--- src/rtl/whack_vga_pkg.sv ---
// Shared VGA drawing definitions: screen geometry, colour type and draw FSM states.
package whack_vga_pkg;

  localparam int unsigned SCREEN_W = 160;
  localparam int unsigned SCREEN_H = 120;
  localparam int unsigned COLOUR_W = 12;

  typedef logic [COLOUR_W-1:0] colour_t;

  typedef enum logic [1:0] {IDLE, RUN, FLUSH, DONE} draw_state_t;

endpackage

--- src/rtl/pix_delay_pipe.sv ---
// Fixed-depth shift register carrying {valid, cx, cy} alongside the ROM read latency.
module pix_delay_pipe #(
  parameter int unsigned DEPTH = 1,
  parameter int unsigned W     = 16
) (
  input  logic         clk,
  input  logic         resetn,
  input  logic         clear,
  input  logic [W-1:0] d,
  output logic [W-1:0] q
);

  logic [W-1:0] stage [DEPTH];

  always_ff @(posedge clk or negedge resetn) begin
    if (!resetn) begin
      for (int unsigned i = 0; i < DEPTH; i++) stage[i] <= '0;
    end else if (clear) begin
      for (int unsigned i = 0; i < DEPTH; i++) stage[i] <= '0;
    end else begin
      stage[0] <= d;
      for (int unsigned i = 1; i < DEPTH; i++) stage[i] <= stage[i-1];
    end
  end

  assign q = stage[DEPTH-1];

endmodule

--- src/rtl/bg_frame_drawer.sv ---
// Scans a background frame out of a synchronous colour ROM as one VGA pixel write per cycle.
// Optional macro BG_FRAME_DRAWER_COLOUR_KEY_EN suppresses plots whose colour equals KEY_COLOUR.
module bg_frame_drawer
  import whack_vga_pkg::*;
#(
  parameter int unsigned WIDTH    = SCREEN_W,
  parameter int unsigned HEIGHT   = SCREEN_H,
  parameter int unsigned ADDR_W   = 15,
  parameter int unsigned COLOUR_W = 12,
  parameter int unsigned ROM_LAT  = 1,
  parameter logic [COLOUR_W-1:0] KEY_COLOUR = '0
) (
  input  logic                clk,
  input  logic                resetn,
  input  logic                start,
  input  logic                abort,
  output logic [ADDR_W-1:0]   rom_addr,
  input  logic [COLOUR_W-1:0] rom_q,
  output logic [7:0]          x,
  output logic [6:0]          y,
  output logic [COLOUR_W-1:0] colour,
  output logic                plot,
  output logic                busy,
  output logic                done
);

  localparam int unsigned PIPE_W = 1 + 8 + 7;

  draw_state_t state, state_nxt;

  logic [7:0] cx;
  logic [6:0] cy;
  logic [1:0] flush_cnt;
  logic       load;
  logic       advance;
  logic       last_pix;
  logic       clr_pipe;
  logic       keyed;

  logic [PIPE_W-1:0] pipe_q;
  logic              p_valid;
  logic [7:0]        p_cx;
  logic [6:0]        p_cy;

  always_ff @(posedge clk or negedge resetn) begin
    if (!resetn) state <= IDLE;
    else         state <= state_nxt;
  end

  always_comb begin
    state_nxt = state;
    load      = 1'b0;
    advance   = 1'b0;
    clr_pipe  = 1'b0;
    busy      = 1'b0;
    done      = 1'b0;
    last_pix  = (cx == 8'(WIDTH - 1)) && (cy == 7'(HEIGHT - 1));
    case (state)
      IDLE: begin
        if (start && !abort) begin
          state_nxt = RUN;
          load      = 1'b1;
        end
      end
      RUN: begin
        busy = 1'b1;
        if (abort) begin
          state_nxt = IDLE;
          clr_pipe  = 1'b1;
        end else begin
          advance = 1'b1;
          if (last_pix) state_nxt = FLUSH;
        end
      end
      FLUSH: begin
        busy = 1'b1;
        if (abort) begin
          state_nxt = IDLE;
          clr_pipe  = 1'b1;
        end else if (flush_cnt == 2'(ROM_LAT)) begin
          state_nxt = DONE;
        end
      end
      DONE: begin
        done = 1'b1;
        // Back-to-back frames: a start on the done cycle relaunches immediately.
        if (start && !abort) begin
          state_nxt = RUN;
          load      = 1'b1;
        end else begin
          state_nxt = IDLE;
        end
      end
      default: state_nxt = IDLE;
    endcase
  end

  // Address and column/row advance together; counting freezes on the last pixel.
  always_ff @(posedge clk or negedge resetn) begin
    if (!resetn) begin
      cx       <= '0;
      cy       <= '0;
      rom_addr <= '0;
    end else if (load) begin
      cx       <= '0;
      cy       <= '0;
      rom_addr <= '0;
    end else if (advance && !last_pix) begin
      rom_addr <= rom_addr + ADDR_W'(1);
      if (cx == 8'(WIDTH - 1)) begin
        cx <= '0;
        cy <= cy + 7'd1;
      end else begin
        cx <= cx + 8'd1;
      end
    end
  end

  always_ff @(posedge clk or negedge resetn) begin
    if (!resetn)              flush_cnt <= '0;
    else if (state == FLUSH)  flush_cnt <= flush_cnt + 2'd1;
    else                      flush_cnt <= '0;
  end

  pix_delay_pipe #(
    .DEPTH (ROM_LAT),
    .W     (PIPE_W)
  ) u_pix_delay_pipe (
    .clk    (clk),
    .resetn (resetn),
    .clear  (clr_pipe),
    .d      ({advance, cx, cy}),
    .q      (pipe_q)
  );

  assign {p_valid, p_cx, p_cy} = pipe_q;

`ifdef BG_FRAME_DRAWER_COLOUR_KEY_EN
  assign keyed = (rom_q == KEY_COLOUR);
`else
  assign keyed = 1'b0;
`endif

  always_ff @(posedge clk or negedge resetn) begin
    if (!resetn) begin
      x      <= '0;
      y      <= '0;
      colour <= '0;
      plot   <= 1'b0;
    end else if (clr_pipe) begin
      plot <= 1'b0;
    end else begin
      plot <= p_valid && !keyed;
      if (p_valid && !keyed) begin
        x      <= p_cx;
        y      <= p_cy;
        colour <= rom_q;
      end
    end
  end

endmodule

--- config.mk ---
export PLATFORM = sky130hd
export DESIGN_NAME = bg_frame_drawer
export DESIGN_NICKNAME = d
export VERILOG_FILES = /design/src/rtl/whack_vga_pkg.sv /design/src/rtl/pix_delay_pipe.sv /design/src/rtl/bg_frame_drawer.sv
export SDC_FILE = /design/constraint.sdc
export NUM_CORES = 1
export LEC_CHECK = 0
export ABC_AREA = 1
export CORE_MARGIN = 2
export CORE_UTILIZATION = 50
export DETAILED_ROUTE_END_ITERATION = 8
export GPL_TIMING_DRIVEN = 0
export PLACE_DENSITY = 0.77
export SYNTH_ARGS = -nofsm -noshare
export SYNTH_HDL_FRONTEND = slang
export SYNTH_HIERARCHICAL = 1
export SYNTH_SLANG_ARGS = --single-unit
--- constraint.sdc ---
create_clock -name clk -period 2.4 [get_ports clk]
set_input_delay 0.72 -clock clk [delete_from_list [all_inputs] [get_ports clk]]
set_output_delay 0.72 -clock clk [all_outputs]
set_load 0.005 [all_outputs]
Word-level counts from Yosys, hierarchy flattened
Cells that the tools add are included. Widths: inputs -> output; s select.

Div/mod/pow operators: 0. Add/sub/neg operators: 4. Equal/unequal tests: 9. $mul: 0. Reduce and logical (&&, ||, !) cells: 13. Bitwise operators: 1. Multiplexer cells: 26. Order comparisons: 0. Shift operators: 0.

Operators by type and width (count): $mux 15 (2); $mux 8 (3); $mux 7 (3); $mux 16 (1); $add 15x1->15 const B (1); $mux 2 (6); $mux 1 (10); $add 8x1->8 const B (1); $eq 8x8->1 const B (1); $pmux 2 s4 (1); $add 7x1->7 const B (1); $eq 7x7->1 const B (1); $ne 3x3->1 const B (2); $eq 2x1->1 const B (2); $eq 2x2->1 const B (2); $reduce_and 2->1 (2); $reduce_bool 2->1 (2); $reduce_or 2->1 (2); $logic_and 1x1->1 (3); $reduce_and 3->1 (1); $add 2x1->2 const B (1); $logic_not 1->1 (2); $logic_not 2->1 (1); $ne 2x2->1 const B (1); $not 1->1 (1).

Bits of input ports: 16. Bits in writable memories: 0. ROM bits: 0. Output and inout bits: 45. Register bits: 78. Memories: 0. Latch bits: 0.

Depth between registers and ports, before layout
Gate-level depths: netlist of the first run.

Depth in word-level cells: 6. Mapped depth: 11.

Modules after synthesis
Netlist of the first run, hierarchy kept.

By module, submodules not included: bg_frame_drawer (cells an instance 422, instances 1, area each 3201.8 um2); pix_delay_pipe (cells an instance 50, instances 1, area each 554.3 um2).

Worst setup path after synthesis of the first run
No wires, ideal clock.

Path type: register to register. Start: register state[0]. End: register cx[7]. Period minus slack after synthesis: 1.680 ns. Setup time: 0.065 ns. Buffers on the path: 0. Path slack: 0.720 ns. Cell stages (with the launch flop): 10. Arrival time: 1.615 ns. Cells stage by stage: dfrtp_1 > inv_1 > ha_1 > nand3b_2 > inv_1 > nor2_1 > clkinv_1 > nor2_1 > nand2_1 > nand2_1.

Cells in the longest elaborated chain, start to end: 4. Elaborated cells on any way between the ends: 9.

RTL lines: start: declaration (line bg_frame_drawer.sv:29) `draw_state_t state, state_nxt;`; start signal: assignment (line bg_frame_drawer.sv:47) `else state <= state_nxt;`; $eq 2x2->1, or another cell as far along (line bg_frame_drawer.sv:58) `case (state)`; $reduce_or 2->1 (no line) / $mux 1 (equally long branches); $mux 1 / $logic_and 1x1->1 (equally long branches); $mux 8 / $reduce_bool 2->1 (equally long branches); end signal: assignment (line bg_frame_drawer.sv:114) `cx <= cx + 8'd1;`; end: declaration (line bg_frame_drawer.sv:31) `logic [7:0] cx;`.

Several ways; a longest one is shown, not always the timed one. A chain may end at the register's enable or synchronous reset.

Worst setup path in the final report of the first run
Start: register state[1]. End: output busy.

Cells in the longest elaborated chain, start to end: 3. Elaborated cells on any way between the ends: 4.

RTL lines: $eq 2x2->1 / $eq 2x1->1 (equally long branches) (line bg_frame_drawer.sv:58); $reduce_or 2->1 (no line) *; $mux 1 * (line bg_frame_drawer.sv:58); end: declaration (line bg_frame_drawer.sv:23) `output logic busy,`.

Mark *: on every way between the ends. The rest lies on a longest branch, timed or not.

==> run metrics, run 1 <==
Worst setup EP type primary output; main combinational cell family by area after synthesis simple AND/OR/NAND/NOR gates; non-filler cells, final 650; clock latency on the worst-skew pair 0.35 ns; setup violators final 0; total wire length 7680 um; Seq pwr share 0.416; switching share of power 0.352; Clock power frac 0.221; CP peak stage delay 0.49 ns; Slew headroom 0.537; Worst Skew 0.00865 ns; number of top-level pins 61; critical path data arrival time 1.58 ns; DRT antenna net count 0; die area 8220 um2; most frequent cells in the layout nand2_1 (183), dfrtp_1 (78), clkdlybuf4s50_1 (59); clock root buffer master clkbuf_8; Final Slew Violations 0; Least-Margin Pin Slew 0.691 ns; htree depth 3; Syn Area/Cell 7.96 um2; CTS Hold Bufs 0; Worst IR Drop VDD 0.387 mV; Cell Pwr Density 941 nW/um2; yosys warns 6; Compound-Gate Fraction of Synth Area 0.0253; core area 7250 um2; DR vias/cell 4.90; DIE HEIGHT 90.7 um; RSZ-0062 raised after global routing no; Post-Synth Simple-Gate Area 0.329; largest net degree at the start of global routing 42; vias in the first global route 3075; final instance area 4720 um2; Logic pwr share 0.363; Wirelength per Cell 11.8 um; Area Overhead vs Synth 25.8%; Critical Path, Cell by Cell inv_1 > ha_4 > clkdlybuf4s50_1; adder and majority cell fraction of the synthesized area 0.0300; most common cell after layout, fill and taps aside nand2_1; DP Cell Count 632; Internal 2.88 mW; CP max FO 3; P_sw 1.56 mW; Final Critical Period 2.30 ns; first-pass GRT wire length 13600 um; Fmax 435 MHz; Mapped Cells 472; xor-xnor portion of the synthesized cell area 0.0210; max-cap violations 0; Min-Delay Path Class in -> async; slowest CP cell clkdlybuf4s50_1; gr ovfl total 0; share of layout cells above drive strength 1 0.0672; CP Launch Type flop; Yosys cell types 28; Final GP Congestion 0.913; number of cell rows 31; # DRC 0; register area 1950 um2; post-synthesis mux area share 0; Starting Density 0.518; vias 3185; Post-DP HPWL 5530 um; Ant. Diodes 0; Placed Area 4500 um2; Num Clock Sinks 78; antenna violations before repair 0; Seq cells post-synth 78; Worst-path clk slew 0.08 ns; GRT Total Usage 0.201; synthesized area 3760 um2; Synth Net Count 497; Fillers 630; Die X 90.7 um; final hold viol count 0; crit path kind reg -> out; drt pass-1 iters 4; Final Cycle Share 0.957; CP Data Required Time 1.68 ns; final setup TNS 0 ns; Hold WS 0.315 ns; CTS tree done; Port-buffer cells 60; Post-layout nets 571; Iter 0 DRT Violations 137; Leak Pwr 2.43 nW; register area share after synthesis 0.520; status finished clean; Multi-input gate area 1540 um2; CTS Buf Count 9; deepest clock path buffer count 2
-- cell families after synthesis --
logic type      Yosys count
flops                    78
simple gates            294
xor+xnor                  9
compound gates           16
buf+inv                  66
fa+ha+maj                 9
-- Yosys cell counts --
cell type  instances  area [um2]
o21bai_1           3        22.5
inv_1             52         195
a21o_1             1        7.51
inv_6              1        8.76
nor3_1             1        5.00
buf_8              1        15.0
nand3b_2           1        11.3
nand4_1           14        87.6
clkbuf_1           4        15.0
clkinv_1           1        3.75
dfrtp_1           78        1950
a21oi_1            2        10.0
inv_2              1        3.75
xor2_1             9        78.8
a31oi_1            1        6.26
buf_1              2        7.51
buf_2              2        10.0
nor2_2             3        18.8
ha_1               9         113
buf_6              2        22.5
nand2_1          183         687
nor2_4             1        11.3
nor2_1            48         180
nand3_1           39         195
a21oi_2            1        8.76
o21ai_0            8        40.0
or2_2              1        6.26
nand2_4            3        33.8
-- worst paths after layout --
kind	from	endpoint	slack [ns]	cells after the start
worst min-delay path	resetn	colour[9]$_DFFE_PN0P_	0.31	1
worst min register to register	flush_cnt[0]$_DFF_PN0_	flush_cnt[0]$_DFF_PN0_	0.44	1
worst max register to register	state[0]$_DFFE_PN0P_	colour[9]$_DFFE_PN0P_	0.43	8
max in group asynchronous	resetn	cx[6]$_DFFE_PN0P_	1.51	2
min in group clk	flush_cnt[0]$_DFF_PN0_	flush_cnt[0]$_DFF_PN0_	0.44	1
worst max-delay path	state[1]$_DFFE_PN0P_	busy	0.10	3
-- critical path: cells and delay by family, from the launching register on --
| kind | cells | cell delay [ns] |
|---|---|---|
| buf+inv | 2 | 0.59 |
| flops | 1 | 0.36 |
| fa+ha+maj | 1 | 0.29 |
-- area by class of cell --
type,count,share of cell area
Clock buffer,10,0.0270
Multi-Input combinational cell,328,0.325
Tap cell,99,0.0262
Timing Repair Buffer,63,0.134
Inverter,55,0.0448
Clock inverter,6,0.0151
Sequential cell,78,0.413
Buffer,11,0.0148
-- what timing repair did --
| action | CTS | global route |
|---|---|---|
| resized for setup | 0 | 1 |
| buffers inserted | 2 | 0 |
| setup endpoints to repair | 1 | 1 |
-- power groups by stage --
stage / logic, mW / registers (mW) / clock network, mW
final: 1.61 / 1.85 / 0.980
after CTS: 1.62 / 1.85 / 1.00
after global routing: 1.80 / 1.89 / 1.06
after detailed placement: 1.57 / 1.88 / 0
after floorplan: 0.864 / 1.86 / 0
after global placement: 1.52 / 1.87 / 0
-- flip-flops by register name (all words and copies together), names as in the netlist --
name                flops
colour                 12
y                       7
plot                    1
rom_addr               15
cy                      7
cx                      8
u_pix_delay_pipe/q     16
state                   2
x                       8
flush_cnt               2
-- routing by layer --
metal	GRT usage	wire length [um]
met2	0.350	3760
met1	0.250	3480
met5	0	0
met3	0.0376	325
met4	0.0705	113
-- stage by stage --
stage | setup slack (ns) | total power, mW | util
global placement | -2.07 | 3.39 | 0.618
global route | 0.0288 | 4.76 | 0.651
floorplan | 0.720 | 2.73 | -
CTS | 0.0646 | 4.47 | 0.650
finish | 0.102 | 4.44 | 0.651
detailed placement | -0.0708 | 3.46 | 0.620
(Power assumes the default switching activity.)
==> run 2, diff against run 1 <==
--- a/config.mk
+++ b/config.mk
@@ -7,10 +7,10 @@
 export LEC_CHECK = 0
 export ABC_AREA = 1
 export CORE_MARGIN = 2
-export CORE_UTILIZATION = 50
+export CORE_UTILIZATION = 48
 export DETAILED_ROUTE_END_ITERATION = 8
 export GPL_TIMING_DRIVEN = 0
-export PLACE_DENSITY = 0.77
+export PLACE_DENSITY = 0.75
 export SYNTH_ARGS = -nofsm -noshare
 export SYNTH_HDL_FRONTEND = slang
 export SYNTH_HIERARCHICAL = 1
==> run 2 against run 1 <==
Compared with the run above: via count down 1.3%; worst setup slack worse by 0.027 ns; sequential share of layout area down 0.50 points; non-clock buffer count is the same; wire length up 1.9%; die area is 4.0% higher; register-to-register slack got worse by 0.02 ns; critical endpoint unchanged; largest power group unchanged.
==> run metrics, run 2 (synthesized netlist as in run 1, its figures left out) <==
status finished clean; GRT Total Usage 0.198 (-0.00219); gr ovfl total 0 (unchanged); largest net degree at the start of global routing 68 (+62%); DP Cell Count 635 (+0.47%); Largest register FFs 16 (unchanged); Area Overhead vs Synth 27.3%; drt pass-1 iters 4 (unchanged); Worst IR Drop VDD 0.417 mV (+7.8%); htree depth 3 (unchanged); first-pass GRT wire length 13700 um (+0.35%); max-cap violations 0 (unchanged); antenna violations before repair 0 (unchanged); CTS Hold Bufs 0 (unchanged); worst r2r src cx[0]$_DFFE_PN0P_; Starting Density 0.491 (-0.0267); setup slack after layout 0.0756 ns (-0.0267 ns); Clock power frac 0.255 (+0.034); crit path kind reg -> out; Post-Place Setup Slack -0.0393 ns (+0.0315 ns); setup violators final 0 (unchanged); Worst Skew 0.00929 ns (+0.000639 ns); vias 3143 (-1.3%); die area 8550 um2 (+4.0%); Post-DP HPWL 5590 um (+0.95%); Num Clock Sinks 78 (unchanged); Seq pwr share 0.398 (-0.018); CP Launch Type flop; Wirelength per Cell 12.0 um (+1.6%); non-filler cells, final 652 (+0.31%); Final GP Congestion 0.869 (-4.9%); # DRC 0 (unchanged); Iter 0 DRT Violations 205 (+50%); Min-Delay Path Class in -> async; CTS tree done; Least-Margin Pin Slew 0.643 ns (-0.0481 ns); DRT antenna net count 0 (unchanged); final hold viol count 0 (unchanged); deepest clock path buffer count 2 (unchanged); post-layout util 0.625 (-0.0260); post-layout power 4.66 mW (+4.9%); Post-layout nets 571 (unchanged); Logic pwr share 0.347 (-0.016); number of top-level pins 61 (unchanged); most frequent cells in the layout nand2_1 (183), dfrtp_1 (78), clkdlybuf4s50_1 (59); total wire length 7830 um (+1.9%); R2R cell count 7 (-1); DIE HEIGHT 92.5 um (+2.0%); Final Slew Violations 0 (unchanged); RSZ-0062 raised after global routing no; core area 7650 um2 (+5.4%); most common cell after layout, fill and taps aside nand2_1; switching share of power 0.332 (-0.0195); Port-buffer cells 60 (unchanged); Fillers 655 (+4.0%); CP max FO 3 (unchanged); Slew headroom 0.569 (+0.0322); Internal 3.11 mW (+8.0%); Die X 92.5 um (+2.0%); P_sw 1.55 mW (-0.93%); Ant. Diodes 0 (unchanged); Worst setup EP type primary output; critical path data arrival time 1.60 ns (+0.02 ns); Final Cycle Share 0.969 (+0.0111); CP Data Required Time 1.68 ns (about the same); number of cell rows 32 (+3.2%); CTS Buf Count 9 (unchanged); Leak Pwr 2.46 nW (+1.3%); Worst-path clk slew 0.08 ns (about the same); critical path startpoint state[1]$_DFFE_PN0P_; clock latency on the worst-skew pair 0.35 ns (about the same); Cell Pwr Density 975 nW/um2 (+3.6%); vias in the first global route 3091 (+0.52%); DR vias/cell 4.82 (-1.6%); clock root buffer master clkbuf_8; Final Critical Period 2.32 ns (+0.0267 ns); share of layout cells above drive strength 1 0.0673 (+0.000122); Fmax 430 MHz (-1.1%)
[run 2: area by class of cell]
class,instances,area (um2),share of cell area
Buffer,11,70.1,0.0147
Clock buffer,10,138,0.0288
Clock inverter,5,108,0.0225
Inverter,55,211,0.0442
Multi-Input combinational cell,328,1540,0.321
Sequential cell,78,1950,0.408
Tap cell,102,128,0.0267
Timing Repair Buffer,63,641,0.134
[run 2: timing repair]
item / CTS / global route
setup endpoints to repair: 1 / 1
pin swaps: 0 / 0
buffers inserted: 1 / 1
resized for setup: 0 / 1
[run 2: through the flow]
| stage | hold slack, ns | setup TNS [ns] | instance area, um2 |
|---|---|---|---|
| 6_report | 0.208 | 0 | 4780 |
| 4_1_cts | 0.202 | 0 | 4760 |
| 2_1_floorplan | 0.407 | 0 | 3760 |
| 5_1_grt | 0.201 | 0 | 4780 |
| 3_5_place_dp | 0.425 | -0.279 | 4510 |
| 3_3_place_gp | 0.418 | -164.83 | 4480 |
[run 2: worst paths after layout]
kind / slack [ns] / endpoint
min in group clk: 0.44 / x[1]$_DFFE_PN0P_
worst max-delay path: 0.08 / busy
worst min-delay path: 0.21 / colour[4]$_DFFE_PN0P_
worst max register to register: 0.41 / rom_addr[11]$_DFFE_PN0P_
max in group asynchronous: 1.64 / cx[6]$_DFFE_PN0P_
worst min register to register: 0.44 / x[1]$_DFFE_PN0P_
[run 2: power by group through the flow]
| stage | registers [mW] | logic (mW) | clock network (mW) |
|---|---|---|---|
| after floorplan | 1.86 | 0.864 | 0 |
| after global placement | 1.87 | 1.52 | 0 |
| after detailed placement | 1.89 | 1.58 | 0 |
| after CTS | 1.86 | 1.60 | 1.21 |
| after global routing | 1.90 | 1.84 | 1.27 |
| final | 1.85 | 1.62 | 1.19 |
[run 2: routing by layer]
metal	part of all wire	global-route usage	routed length [um]	vias to the layer above
met5	0	0	0	-
met4	0.0055	0.0560	43	0
met3	0.035	0.0407	277	7
met2	0.52	0.348	4050	65
met1	0.44	0.249	3450	1465
li1	-	-	-	1606
[run 2: worst max-delay path: stages, from the launching register on]
cell,delay [ns]
dfrtp_1,0.37
inv_1,0.10
ha_4,0.29
clkdlybuf4s50_1,0.49
